[config.mk]
export PLATFORM = sky130hd
export DESIGN_NAME = bitonic_merge_pipe
export DESIGN_NICKNAME = d
export VERILOG_FILES = /design/src/rtl/bitonic_pkg.sv /design/src/rtl/bitonic_merge_stage.sv /design/src/rtl/bitonic_merge_pipe.sv
export SDC_FILE = /design/constraint.sdc
export NUM_CORES = 1
export LEC_CHECK = 0
export CORE_MARGIN = 5
export CORE_UTILIZATION = 41
export CTS_CLUSTER_DIAMETER = 100
export DETAILED_ROUTE_END_ITERATION = 12
export PLACE_DENSITY_LB_ADDON = 0.3
export SKIP_CTS_REPAIR_TIMING = 1
export SLEW_MARGIN = 20
export SYNTH_ARGS = -nofsm -noshare
export SYNTH_HDL_FRONTEND = slang
export SYNTH_SLANG_ARGS = --single-unit
[constraint.sdc]
create_clock -name clk -period 11.6 [get_ports clk]
set_input_delay 1.74 -clock clk [delete_from_list [all_inputs] [get_ports clk]]
set_output_delay 1.74 -clock clk [all_outputs]
set_load 0.02 [all_outputs]
[src/rtl/bitonic_pkg.sv]
// Shared types and the compare-exchange primitive for the bitonic merge pipeline.
package bitonic_pkg;

  localparam int MAX_DEPTH    = 6;
  localparam int KEY_MAX_BITS = 64;

  typedef enum logic {
    DIR_ASC  = 1'b0,
    DIR_DESC = 1'b1
  } dir_e;

  typedef logic [KEY_MAX_BITS-1:0] key_t;

  typedef struct packed {
    key_t lo;
    key_t hi;
  } key_pair_t;

  // Equal keys never swap, so the lower index keeps its original element.
  function automatic key_pair_t cmp_swap(input key_t a, input key_t b, input dir_e dir);
    key_pair_t pair;
    logic      swap;
    swap    = (dir == DIR_ASC) ? (a > b) : (a < b);
    pair.lo = swap ? b : a;
    pair.hi = swap ? a : b;
    return pair;
  endfunction

endpackage

[src/rtl/bitonic_merge_stage.sv]
// One half-cleaner layer of the bitonic merger followed by its pipeline register.
// Payload lanes exist only when BITONIC_MERGE_PAYLOAD_EN is defined.
module bitonic_merge_stage
  import bitonic_pkg::*;
#(
  parameter int VALUE_BITS = 8,
  parameter int SIZE       = 8,
  parameter int HALF       = 4
`ifdef BITONIC_MERGE_PAYLOAD_EN
  ,
  parameter int PAYLOAD_BITS = 8
`endif
) (
  input  logic                         clk,
  input  logic                         rst_n,
  input  logic                         en,
  input  logic                         in_valid,
  input  logic                         in_dir,
  input  logic [SIZE*VALUE_BITS-1:0]   in_key,
`ifdef BITONIC_MERGE_PAYLOAD_EN
  input  logic [SIZE*PAYLOAD_BITS-1:0] in_payload,
  output logic [SIZE*PAYLOAD_BITS-1:0] out_payload,
`endif
  output logic                         out_valid,
  output logic                         out_dir,
  output logic [SIZE*VALUE_BITS-1:0]   out_key
);

  logic [SIZE*VALUE_BITS-1:0] key_next;
  logic [SIZE*VALUE_BITS-1:0] key_reg;
  logic                       valid_reg;
  logic                       dir_reg;
`ifdef BITONIC_MERGE_PAYLOAD_EN
  logic [SIZE*PAYLOAD_BITS-1:0] payload_next;
  logic [SIZE*PAYLOAD_BITS-1:0] payload_reg;
`endif

  for (genvar gi = 0; gi < SIZE / 2; gi++) begin : g_cx
    // Pair gi maps to element LO of its 2*HALF block and its partner HALF above.
    localparam int LO = (gi / HALF) * 2 * HALF + (gi % HALF);
    localparam int HI = LO + HALF;

    key_t      key_lo;
    key_t      key_hi;
    key_pair_t pair;

    assign key_lo = key_t'(in_key[LO*VALUE_BITS +: VALUE_BITS]);
    assign key_hi = key_t'(in_key[HI*VALUE_BITS +: VALUE_BITS]);
    assign pair   = cmp_swap(key_lo, key_hi, dir_e'(in_dir));

    assign key_next[LO*VALUE_BITS +: VALUE_BITS] = pair.lo[VALUE_BITS-1:0];
    assign key_next[HI*VALUE_BITS +: VALUE_BITS] = pair.hi[VALUE_BITS-1:0];

    if (VALUE_BITS < KEY_MAX_BITS) begin : g_pad
      logic unused_pad;
      assign unused_pad = ^{pair.lo[KEY_MAX_BITS-1:VALUE_BITS],
                            pair.hi[KEY_MAX_BITS-1:VALUE_BITS]};
    end

`ifdef BITONIC_MERGE_PAYLOAD_EN
    logic swapped;
    assign swapped = (pair.lo != key_lo);
    assign payload_next[LO*PAYLOAD_BITS +: PAYLOAD_BITS] = swapped ?
        in_payload[HI*PAYLOAD_BITS +: PAYLOAD_BITS] : in_payload[LO*PAYLOAD_BITS +: PAYLOAD_BITS];
    assign payload_next[HI*PAYLOAD_BITS +: PAYLOAD_BITS] = swapped ?
        in_payload[LO*PAYLOAD_BITS +: PAYLOAD_BITS] : in_payload[HI*PAYLOAD_BITS +: PAYLOAD_BITS];
`endif
  end

  always_ff @(posedge clk) begin
    if (!rst_n) begin
      valid_reg <= 1'b0;
    end else if (en) begin
      valid_reg <= in_valid;
    end
  end

  // Data lanes carry no reset; only the valid bit decides whether they matter.
  always_ff @(posedge clk) begin
    if (en) begin
      dir_reg     <= in_dir;
      key_reg     <= key_next;
`ifdef BITONIC_MERGE_PAYLOAD_EN
      payload_reg <= payload_next;
`endif
    end
  end

  assign out_valid   = valid_reg;
  assign out_dir     = dir_reg;
  assign out_key     = key_reg;
`ifdef BITONIC_MERGE_PAYLOAD_EN
  assign out_payload = payload_reg;
`endif

endmodule

[src/rtl/bitonic_merge_pipe.sv]
// Pipelined bitonic merger with valid/ready flow control and per-beat direction.
// Define BITONIC_MERGE_PAYLOAD_EN to carry a payload word alongside every key.
module bitonic_merge_pipe
  import bitonic_pkg::*;
#(
  parameter int  VALUE_BITS   = 8,
  parameter int  DEPTH        = 3,
  parameter int  PAYLOAD_BITS = 8,
  localparam int SIZE         = 1 << DEPTH
) (
  input  logic                         clk,
  input  logic                         rst_n,
  input  logic                         in_valid,
  output logic                         in_ready,
  input  logic                         in_dir,
  input  logic [SIZE*VALUE_BITS-1:0]   in_key,
`ifdef BITONIC_MERGE_PAYLOAD_EN
  input  logic [SIZE*PAYLOAD_BITS-1:0] in_payload,
  output logic [SIZE*PAYLOAD_BITS-1:0] out_payload,
`endif
  output logic                         out_valid,
  input  logic                         out_ready,
  output logic                         out_dir,
  output logic [SIZE*VALUE_BITS-1:0]   out_key
);

  if (DEPTH < 1 || DEPTH > MAX_DEPTH || PAYLOAD_BITS < 1) begin : g_bad_cfg
    $error("bitonic_merge_pipe: DEPTH must be 1..%0d and PAYLOAD_BITS positive", MAX_DEPTH);
  end

  logic [SIZE*VALUE_BITS-1:0] key_chain [DEPTH+1];
  logic [DEPTH:0]             valid_chain;
  logic [DEPTH:0]             dir_chain;
  logic                       adv;
`ifdef BITONIC_MERGE_PAYLOAD_EN
  logic [SIZE*PAYLOAD_BITS-1:0] payload_chain [DEPTH+1];
  assign payload_chain[0] = in_payload;
  assign out_payload      = payload_chain[DEPTH];
`endif

  // One global enable: the whole pipe moves unless the output beat is blocked.
  assign adv            = out_ready | ~valid_chain[DEPTH];
  assign in_ready       = adv;
  assign valid_chain[0] = in_valid & adv;
  assign dir_chain[0]   = in_dir;
  assign key_chain[0]   = in_key;

  for (genvar gi = 0; gi < DEPTH; gi++) begin : g_stage
    bitonic_merge_stage #(
      .VALUE_BITS   (VALUE_BITS),
      .SIZE         (SIZE),
      .HALF         (SIZE >> (gi + 1))
`ifdef BITONIC_MERGE_PAYLOAD_EN
      ,
      .PAYLOAD_BITS (PAYLOAD_BITS)
`endif
    ) u_stage (
      .clk         (clk),
      .rst_n       (rst_n),
      .en          (adv),
      .in_valid    (valid_chain[gi]),
      .in_dir      (dir_chain[gi]),
      .in_key      (key_chain[gi]),
`ifdef BITONIC_MERGE_PAYLOAD_EN
      .in_payload  (payload_chain[gi]),
      .out_payload (payload_chain[gi+1]),
`endif
      .out_valid   (valid_chain[gi+1]),
      .out_dir     (dir_chain[gi+1]),
      .out_key     (key_chain[gi+1])
    );
  end

  assign out_valid = valid_chain[DEPTH];
  assign out_dir   = dir_chain[DEPTH];
  assign out_key   = key_chain[DEPTH];

endmodule

==> qor.yml <==
logic_synthesis:
  synthAdderAreaFrac: 0.1055
  synth_top_area_share: 0.5145
  synthesis.nets: 963
  synth_xor_area_frac: 0
  yosysSeqAreaShare: 0.5197
  syn_avg_cell_area_um2: 14.26
  synth_compound_area_frac: 0.06200
  yosysTopAreaCell: "edfxtp_1"
  yosysUniqueCellTypes: 28
  muxShareOfSynthArea: 0.2097
  synth_top_family_by_area: "multiplexers"
  netlist_area_um2: 11380
  synthTopCellsByArea: "edfxtp_1, mux2_2, ha_1, mux2_4, inv_1"
  ys_seq_elements: 198
  yosysWarnings: 0
  yosys.area_share.simple: 0.04804
  synth_cells: 798
floorplanning:
  dieArea_um2: 31190
  num_rows: 61
  start_util: 0.4120
  ioPinCount: 136
  die_h_um: 176.6
  core-area_um2: 27630
  die_w_um: 176.6
flow_run:
  drv_cap: 0
setup_path:
  crit_type: "in2out"
  arrival_ns: 3.40
  crit_path_end_kind: "output pin"
  timing.rr.start: "g_stage[0].u_stage.out_key[55]"
  r2r_end: "g_stage[1].u_stage.out_key[51]"
  slowest_delay_ns: 0.62
  critPathSlowestCell: "clkdlybuf4s50_1"
  crit_required_ns: 9.86
  crit_path_frequent_cell: "clkdlybuf4s50_1"
  rrSetupSlack_ns: 8.70
  start_kind: "primary input"
  path_cells: "clkdlybuf4s50_1, nor2b_1, inv_6, clkdlybuf4s50_1"
  cp_max_fo: 40
  reg2reg_depth: 6
timing:
  holdWs_ns: 0.4731
  min_period_ns: 5.138
  tns_ns: 0
  report.final.hold_viol_count: 0
  fmax_ghz: 0.1946
  finalSetupViolCount: 0
  timing.slew.headroom: 0.3171
  post-route-period-util: 0.4430
  rsz0062_at_grt: "no"
  maxSlewViolCount: 0
  skew_ns: 0.008267
  worstMarginPinSlew_ns: 1.024
grt:
  gr-total-overflow: 0
  grt_pass1_wl_mm: 35.70
  antenna_found_initial: 1
  grt_pass1_vias: 6555
  grt_usage: 0.1500
  grt_start_max_net_pins: 83
cts:
  clk_latency_ns: 0.43
  clock-sinks: 198
  numCtsBuffers: 17
  clk_pin_slew_ns: 0.07
  clockBufferDepth: 2
  cts_root_buf: "clkbuf_16"
  cts_tree: "built"
  htreeDepth: 4
power_and_ir_drop:
  p_int_mw: 1.955
  peakVddDrop_uv: 109.1
  power.share.switching: 0.3072
  comb_power_share: 0.378
  clkPwrFrac: 0.201
  powerDensity_nw_per_um2: 208.6
  p_leak_nw: 5.502
  power_frac_seq: 0.422
  p_switching_mw: 0.8667
place:
  place.gp.congestion: 0.8282
  portBuffers: 135
  hpwlAfterDp_mm: 17.78
detailed_routing:
  post-route-drc-count: 0
  drt_first_pass_iters: 5
  wl_per_cell_um: 17.27
  vias: 6595
  wl_mm: 22.74
  drtIter0Drc: 390
  via_per_inst: 5.008
  ant_nets: 0
worst_hold_path:
  whs_path_depth: 2
  whs_endpoint: "g_stage[1].u_stage.out_valid"
  min_path_type: "reg2reg"
  worstHoldStart: "g_stage[1].u_stage.out_valid"
cells_and_area:
  area_growth_pct: 18.82
  post-route-util: 0.4895
  nNetsFinal: 1092
  drive_above_1_share: 0.2503
  n_antenna_cell: 0
status:
  status: "finished, final reports clean"
-- layer usage --
metal  GRT usage  vias up  share of wire
met4     0.04030        2          0.013
met1      0.1985     3165           0.45
met5           0        -        0.00057
met3     0.03012       24          0.047
li1            -     3266              -
met2      0.2529      138           0.49
-- final cells by class --
type	count	area (um^2)
clock buffer	17	425.4
clock inverter	14	133.9
fill	2453	14100
inverter	97	369.1
multi-input combinational	476	4841
sequential	198	5916
tap	378	473.0
timing repair buffer	137	1366
-- synthesized netlist by cell type --
library cell	n
nor3_1	12
nor2_1	12
and3_4	6
buf_12	6
nand2b_1	6
ha_1	96
a21boi_0	2
buf_6	6
o211ai_1	12
nor2b_1	13
nand4_1	24
nand2_1	10
o21a_1	7
nand3_1	6
a21oi_1	24
mux2_4	60
a21o_1	18
dfxtp_1	3
a311o_1	6
a221oi_2	6
a211oi_1	12
edfxtp_1	195
inv_1	97
and2_1	6
buf_2	14
a211o_1	6
mux2_2	132
clkbuf_1	1
-- cells in the final DEF, fill, tap and decap left out, drive strengths merged, types with 7 or more instances in the layout --
master	Yosys	routed
o211ai	12	12
a211oi	12	12
clkbuf	1	17
nand2	10	10
nor2b	13	13
mux2	192	192
a21oi	24	24
edfxtp	195	195
nor2	12	12
ha	96	96
clkinv	0	8
inv	97	100
nand4	24	24
nor3	12	12
clkdlybuf4s50	0	135
o21a	7	7
a21o	18	18
-- worst max-delay path, delay by kind of cell --
family                 cells  cell delay, ns
buffers and inverters      3            1.28
AND/OR/NAND/NOR            1            0.38
-- cell families after synthesis --
family | after synthesis
compound gates | 93
fa+ha+maj | 96
buf+inv | 124
flops | 198
mux | 192
simple gates | 95
-- how the worst max path moves through the flow --
stage	cells past startpoint	startpoint	slack, ns	end
after floorplan	2	out_ready	4.14	in_ready
after global placement	4	out_ready	6.48	in_ready
after detailed placement	4	out_ready	6.44	in_ready
after CTS	4	out_ready	6.43	in_ready
after global routing	4	out_ready	6.35	in_ready
final	4	out_ready	6.46	in_ready
-- power groups by stage --
stage	clock network [mW]	registers, mW	logic (mW)
after floorplan	0	1.32	0.587
after global placement	0	1.21	1.05
after detailed placement	0	1.21	1.07
after CTS	0.581	1.20	1.08
after global routing	0.613	1.22	1.16
final	0.567	1.19	1.07
-- per-stage QoR --
stage          instances  instance area (um^2)  power (mW)  setup WS [ns]
2_1_floorplan        798                 11380       1.904          4.137
6_report            1317                 13520       2.821          6.462
3_3_place_gp        1286                 12960       2.261          6.477
5_1_grt             1317                 13520       2.990          6.354
3_5_place_dp        1286                 12960       2.281          6.436
4_1_cts             1317                 13520       2.856          6.427
-- state kept, by name, indices dropped and copies added, names as in the netlist --
signal	flops
g_stage.u_stage.out_key	192
g_stage.u_stage.out_valid	3
g_stage.u_stage.out_dir	3
No activity file was read; power rests on OpenSTA's default activity.
